--- src/rtl/store_buffer.sv ---
// In-order store buffer between the memory stage and the data-memory port, with load-conflict lookup.
// Define STORE_BUFFER_FWD_EN to forward full-word data from the youngest matching store.
module store_buffer #(
  parameter int DEPTH      = 4,
  parameter int ADDR_WIDTH = 32,
  parameter int DATA_WIDTH = 32,
  localparam int SW = DATA_WIDTH / 8,
  localparam int PW = $clog2(DEPTH),
  localparam int CW = PW + 1
) (
  input  logic                  clk,
  input  logic                  reset,
  input  logic                  push_valid,
  output logic                  push_ready,
  input  logic [ADDR_WIDTH-1:0] push_addr,
  input  logic [DATA_WIDTH-1:0] push_data,
  input  logic [1:0]            push_size,
  input  logic [SW-1:0]         push_strobe,
  output logic                  mem_valid,
  input  logic                  mem_ready,
  output logic [ADDR_WIDTH-1:0] mem_addr,
  output logic [DATA_WIDTH-1:0] mem_data,
  output logic [1:0]            mem_size,
  output logic [SW-1:0]         mem_strobe,
  input  logic                  ld_valid,
  input  logic [ADDR_WIDTH-1:0] ld_addr,
  output logic                  ld_conflict,
  output logic                  fwd_hit,
  output logic [DATA_WIDTH-1:0] fwd_data,
  output logic [CW-1:0]         count,
  output logic                  empty
);

  logic [ADDR_WIDTH-1:0] addr_q   [DEPTH];
  logic [ADDR_WIDTH-1:0] addr_d   [DEPTH];
  logic [DATA_WIDTH-1:0] data_q   [DEPTH];
  logic [DATA_WIDTH-1:0] data_d   [DEPTH];
  logic [1:0]            size_q   [DEPTH];
  logic [1:0]            size_d   [DEPTH];
  logic [SW-1:0]         strobe_q [DEPTH];
  logic [SW-1:0]         strobe_d [DEPTH];
  logic [PW-1:0]         head_q, head_d;
  logic [PW-1:0]         tail_q, tail_d;
  logic [CW-1:0]         count_q, count_d;
  logic                  enq, pop;
  logic                  ld_addr_unused;

  assign ld_addr_unused = ^ld_addr[1:0];

  assign push_ready = (count_q != CW'(DEPTH));
  assign empty      = (count_q == '0);
  assign count      = count_q;
  assign mem_valid  = !empty;
  assign mem_addr   = addr_q[head_q];
  assign mem_data   = data_q[head_q];
  assign mem_size   = size_q[head_q];
  assign mem_strobe = strobe_q[head_q];

  // A push with no enabled lanes completes its handshake but never occupies a slot.
  always_comb begin
    addr_d   = addr_q;
    data_d   = data_q;
    size_d   = size_q;
    strobe_d = strobe_q;
    head_d   = head_q;
    tail_d   = tail_q;
    count_d  = count_q;
    enq      = push_valid && push_ready && (push_strobe != '0);
    pop      = mem_valid && mem_ready;
    if (enq) begin
      addr_d[tail_q]   = push_addr;
      data_d[tail_q]   = push_data;
      size_d[tail_q]   = push_size;
      strobe_d[tail_q] = push_strobe;
      tail_d           = tail_q + PW'(1);
    end
    if (pop) begin
      head_d = head_q + PW'(1);
    end
    if (enq && !pop) begin
      count_d = count_q + CW'(1);
    end else if (!enq && pop) begin
      count_d = count_q - CW'(1);
    end
  end

  always_ff @(posedge clk or posedge reset) begin
    if (reset) begin
      head_q  <= '0;
      tail_q  <= '0;
      count_q <= '0;
      for (int i = 0; i < DEPTH; i++) begin
        addr_q[i]   <= '0;
        data_q[i]   <= '0;
        size_q[i]   <= '0;
        strobe_q[i] <= '0;
      end
    end else begin
      head_q   <= head_d;
      tail_q   <= tail_d;
      count_q  <= count_d;
      addr_q   <= addr_d;
      data_q   <= data_d;
      size_q   <= size_d;
      strobe_q <= strobe_d;
    end
  end

  // Walk from head towards tail so the last match found is the youngest store.
  always_comb begin
    logic          match_any;
    logic [PW-1:0] idx;
`ifdef STORE_BUFFER_FWD_EN
    logic [PW-1:0] young_idx;
    young_idx = '0;
`endif
    match_any   = 1'b0;
    idx         = '0;
    ld_conflict = 1'b0;
    fwd_hit     = 1'b0;
    fwd_data    = '0;
    for (int k = 0; k < DEPTH; k++) begin
      idx = head_q + PW'(k);
      if ((CW'(k) < count_q) &&
          (addr_q[idx][ADDR_WIDTH-1:2] == ld_addr[ADDR_WIDTH-1:2]) &&
          (strobe_q[idx] != '0)) begin
        match_any = 1'b1;
`ifdef STORE_BUFFER_FWD_EN
        young_idx = idx;
`endif
      end
    end
    if (ld_valid && match_any) begin
`ifdef STORE_BUFFER_FWD_EN
      if (&strobe_q[young_idx]) begin
        fwd_hit  = 1'b1;
        fwd_data = data_q[young_idx];
      end else begin
        ld_conflict = 1'b1;
      end
`else
      ld_conflict = 1'b1;
`endif
    end
  end

endmodule
--- config.mk ---
export PLATFORM = sky130hd
export DESIGN_NAME = store_buffer
export DESIGN_NICKNAME = d
export VERILOG_FILES = /design/src/rtl/store_buffer.sv
export SDC_FILE = /design/constraint.sdc
export NUM_CORES = 1
export LEC_CHECK = 0
export CAP_MARGIN = 10
export CORE_MARGIN = 1
export CORE_UTILIZATION = 61
export CTS_BUF_LIST = sky130_fd_sc_hd__clkbuf_16
export CTS_CLUSTER_DIAMETER = 150
export DETAILED_ROUTE_END_ITERATION = 10
export HOLD_SLACK_MARGIN = 0.12
export PLACE_DENSITY_LB_ADDON = 0.05
export SYNTH_ARGS = -nofsm -noshare
export SYNTH_HDL_FRONTEND = slang
export SYNTH_SLANG_ARGS = --single-unit
--- constraint.sdc ---
create_clock -name clk -period 18.7 [get_ports clk]
set_input_delay 3.74 -clock clk [delete_from_list [all_inputs] [get_ports clk]]
set_output_delay 3.74 -clock clk [all_outputs]
set_load 0.02 [all_outputs]
# After elaboration in Yosys (flattened, before gate mapping)
# Cells that the tools add are included.
[word_totals]
regBits = 287
input_bits = 107
output_inout_bits = 110
elab_cells = 117
[classes]
add_sub_neg = 6
n_lt_le_gt_ge = 10
eq_ne = 5
muxes = 47
bitwise_logic = 5
n_reduce_logical = 25
[op_table]
columns = ["operator", "count"]
rows = [
  ["2-to-1 mux 32 bit", 11],
  ["binary-select mux 32 bit (select 2 bit)", 5],
  ["bitwise mux 128 bit", 2],
  ["equality test 30 bit", 4],
  ["demux 32 bit (select 2 bit)", 1],
  ["2-to-1 mux 4 bit", 9],
  ["binary-select mux 4 bit (select 2 bit)", 4],
  ["nonzero test 4 bit", 5],
  ["bitwise mux 16 bit", 1],
  [">= comparator 3 bit, second input constant", 5],
  ["logical AND 1 bit", 15],
  ["inverter 2 -> 3 bit", 5],
  ["bitwise mux 8 bit", 1],
  ["demux 4 bit (select 2 bit)", 1],
  ["< comparator 1 x 3 -> 1 bit, first input constant", 2],
  ["< comparator 2 x 3 -> 1 bit, first input constant", 2],
  ["2-to-1 mux 2 bit", 3],
  ["2-to-1 mux 3 bit", 2],
  ["2-to-1 mux 1 bit", 5],
  ["adder 2 x 1 -> 2 bit, second input constant", 2],
  ["adder 2 bit, second input constant", 2],
  ["binary-select mux 2 bit (select 2 bit)", 1],
  ["demux 2 bit (select 2 bit)", 1],
  ["adder 3 x 1 -> 3 bit, second input constant", 1],
  ["6 further kinds", 8],
]

# Depth between registers and ports, before layout
[logic_depth]
ltp_word = 13
mapped_depth = 12
ltp_nobuf = 9

# Worst setup path before layout
# Ideal clock, no wire load.
[synth_path]
kind = "input-to-output"
from = "in ld_addr[21]"
to = "out ld_conflict"
arrival_time_ns = 5.534
t_required_ns = 14.960
slack_ns = 9.426
stages = 7
path_buffers = 1
path_cell_list = "clkdlybuf4s50_2 xnor2_1 a21oi_1 and4_1 o2111ai_1 nor4_1 or4_1"
[synth_between]
elab_chain_cells = 9
word_cells_on_any_way = 18
classes_between = "eq/ne (4); mux (5); reduce/logical (9)"
[synth_rtl]
columns = ["item", "line_no", "source"]
rows = [
  ["from (decl)", "26", "input logic [ADDR_WIDTH-1:0] ld_addr,"],
  ["equality test 30 bit", "125", "(addr_q[idx][ADDR_WIDTH-1:2] == ld_addr[ADDR_WIDTH-1:2]) &&"],
  ["logical AND 1 bit", "124", "if ((CW'(k) < count_q) &&"],
  ["logical AND 1 bit", "125", ""],
  ["2-to-1 mux 1 bit (3 in series)", "124", ""],
  ["2-to-1 mux 1 bit (*)", "124", ""],
  ["logical AND 1 bit (*)", "133", "if (ld_valid && match_any) begin"],
  ["2-to-1 mux 1 bit (*)", "133", ""],
  ["to (decl)", "27", "output logic ld_conflict,"],
]
# Mark *: on every way between the ends. The rest lies on a longest branch, timed or not.

# Worst setup path in the final report
[layout_path]
from = "in ld_addr[12]"
to = "out ld_conflict"
# The elaborated chain is that of the path after synthesis.

==> flow_metrics.env <==
export IMPL_power_density_nw_per_um2=218
export IMPL_clk_latency_ns=0.57
export IMPL_start_kind="primary input"
export IMPL_tightest_slew_ns=1.28
export IMPL_area_growth_pct=17.0
export IMPL_synth_async_reset_ratio_pct=100
export IMPL_path_max_fanout=7
export IMPL_place_gp_congestion=0.940
export IMPL_status="finished, final reports clean"
export IMPL_antenna_found_initial=6
export IMPL_post_cts_buffers=0
export IMPL_root_buffer="clkbuf_16"
export IMPL_maxCapViolCount=0
export IMPL_synthFlopType="dfrtp_1"
export IMPL_routed_wl_mm=39.4
export IMPL_cts_tree="done"
export IMPL_min_period_over_period_pct=55.4
export IMPL_max_freq_ghz=0.0965
export IMPL_fill_cells=1811
export IMPL_drive_gt1_share_pct=32.5
export IMPL_drt_iter0_drc=962
export IMPL_nets=1434
export IMPL_final_setup_tns_ns=0
export IMPL_core_um2=26400
export IMPL_cts_resized=0
export IMPL_setup_violations=0
export IMPL_grt_max_degree=144
export IMPL_drv_slew=0
export IMPL_grtUsageTotal_pct=28.9
export IMPL_die_y_um=167
export IMPL_cts_htree_levels=1
export IMPL_drc=0
export IMPL_slew_headroom_pct=13.9
export IMPL_synth_cell_type_count=48
export IMPL_critPathCaptureType="output port"
export IMPL_p_leak_nw=8.09
export IMPL_syn_cell_area_um2=16600
export IMPL_synth_edf_count=0
export IMPL_die_area_um2=27900
export IMPL_synthCells=1179
export IMPL_grt_first_pass_wirelength_mm=62.2
export IMPL_row_count=59
export IMPL_crit_type="primary input to output port"
export IMPL_portBuffers=181
export IMPL_first_pass_iters=5
export IMPL_ys_seq_area_share_pct=43.3
export IMPL_final_hold_viol_count=0
export IMPL_clk_pin_slew_ns=0.06
export IMPL_worstPathArrival_ns=6.62
export IMPL_ys_ff_latch=287
export IMPL_rsz0062_at_grt="false"
export IMPL_numCtsBuffers=31
export IMPL_yosysWarnings=0
export IMPL_skew_ns=0.00974
export IMPL_vias=10600
export IMPL_die_w_um=167
export IMPL_grt_pass1_vias=11000
export IMPL_via_per_inst=6.28
export IMPL_peakVddDrop_mv=0.143
export IMPL_ant_nets=0
export IMPL_p_total_mw=4.22
export IMPL_crit_required_ns=14.96
export IMPL_avgSynthCellArea_um2=14.1
export IMPL_clockBufferDepth=3
export IMPL_hold_class="flop to flop"
export IMPL_initial_core_util_pct=62.9
export IMPL_ios=217
export IMPL_wl_per_cell_um=23.4
export IMPL_grt_remaining_overflow=0
export IMPL_clock_sinks=287
export IMPL_finalCriticalPeriod_ns=10.36
export IMPL_cts_hold_buffers=0
export IMPL_hpwlAfterDp_mm=26.5
## worst paths after layout
kind	cells past startpoint	end	start	slack (ns)
max	8	ld_conflict	ld_addr[12]	8.34
max in group asynchronous	3	addr_q[22]	reset	13.27
min in group asynchronous	2	addr_q[1]	reset	3.74
min reg2reg	1	data_q[45]	data_q[45]	0.50
min	1	data_q[45]	data_q[45]	0.50
max reg2reg	8	addr_q[48]	count[0]	15.25
## routing by layer
| metal | GRT usage, % | up-vias | part of all wire [%] |
|---|---|---|---|
| met2 | 48.2 | 359 | 49 |
| met1 | 38.4 | 5486 | 41 |
| met4 | 6.72 | 6 | 1.6 |
| met3 | 6.89 | 52 | 7.4 |
| met5 | 0 | - | 0.10 |
| li1 | - | 4651 | - |
## cell type report
cell class	count	area [µm²]	share of cell area, %
multi-input combinational	795	8710	44.9
tap	335	419	2.16
clock buffer	31	776	4.00
clock inverter	27	338	1.74
inverter	13	56.3	0.290
sequential	287	7190	37.1
timing repair buffer	190	1900	9.82
antenna	3	7.51	0.0387
## power by group
group	total [mW]	leakage, nW	switching (mW)	internal, mW
combinational	2.34	4.12	1.10	1.24
sequential	1.22	3.41	0.276	0.944
clock	0.661	0.553	0.260	0.401
total	4.22	8.09	1.63	2.59
## synthesized netlist by cell type (all sizes together), types with 14 or more instances
cell	count	share of area [%]
a21oi	14	0.42
buf	101	4.2
clkbuf	14	0.50
dfrtp	287	43
mux2	286	19
mux2i	104	6.3
mux4	97	14
nand2	23	0.52
nand4	19	0.72
nor4	18	0.68
xnor2	85	4.5
xor2	38	2.0
## flip-flops by register name (all words and copies together), names as in the netlist
name,cells
addr_q,128
count,3
data_q,128
head_q,2
size_q,8
strobe_q,16
tail_q,2
## critical path: stages
cell and delay, ns:
clkdlybuf4s50_1 0.65, inv_1 0.13, xnor2_1 0.31, nand4_1 0.20
or4_1 0.60, nor4_1 0.17, or4_1 0.18, clkdlybuf4s50_1 0.62
## per-stage QoR
stage	setup WS (ns)	utilization, %	std cells	hold slack, ns	area (µm²)
4_1_cts	8.37	73.6	1678	0.501	19400
3_3_place_gp	8.35	69.4	1620	0.482	18300
2_1_floorplan	7.04	-	1211	0.474	16700
3_5_place_dp	8.38	69.4	1620	0.487	18300
5_1_grt	8.23	73.6	1679	0.505	19400
6_report	8.34	73.6	1681	0.498	19400
## cell families after synthesis
family,Yosys count,synth area share (%)
simple gates,85,2.82
xor+xnor,123,6.50
fa+ha+maj,9,0.679
mux,487,39.2
compound gates,58,2.37
buf+inv,129,5.08
flops,287,43.3
other cells,1,0.0226
## layout by cell type, fill, tap and decap left out, types with 19 or more instances in the layout
master	n
xor2_1	38
dfrtp_1	285
nand4_1	19
clkbuf_16	31
clkdlybuf4s50_1	181
mux2_2	286
nand2_1	19
conb_1	33
mux2i_1	104
xnor2_1	85
mux4_2	81
Power figures use the tool's default switching activity.
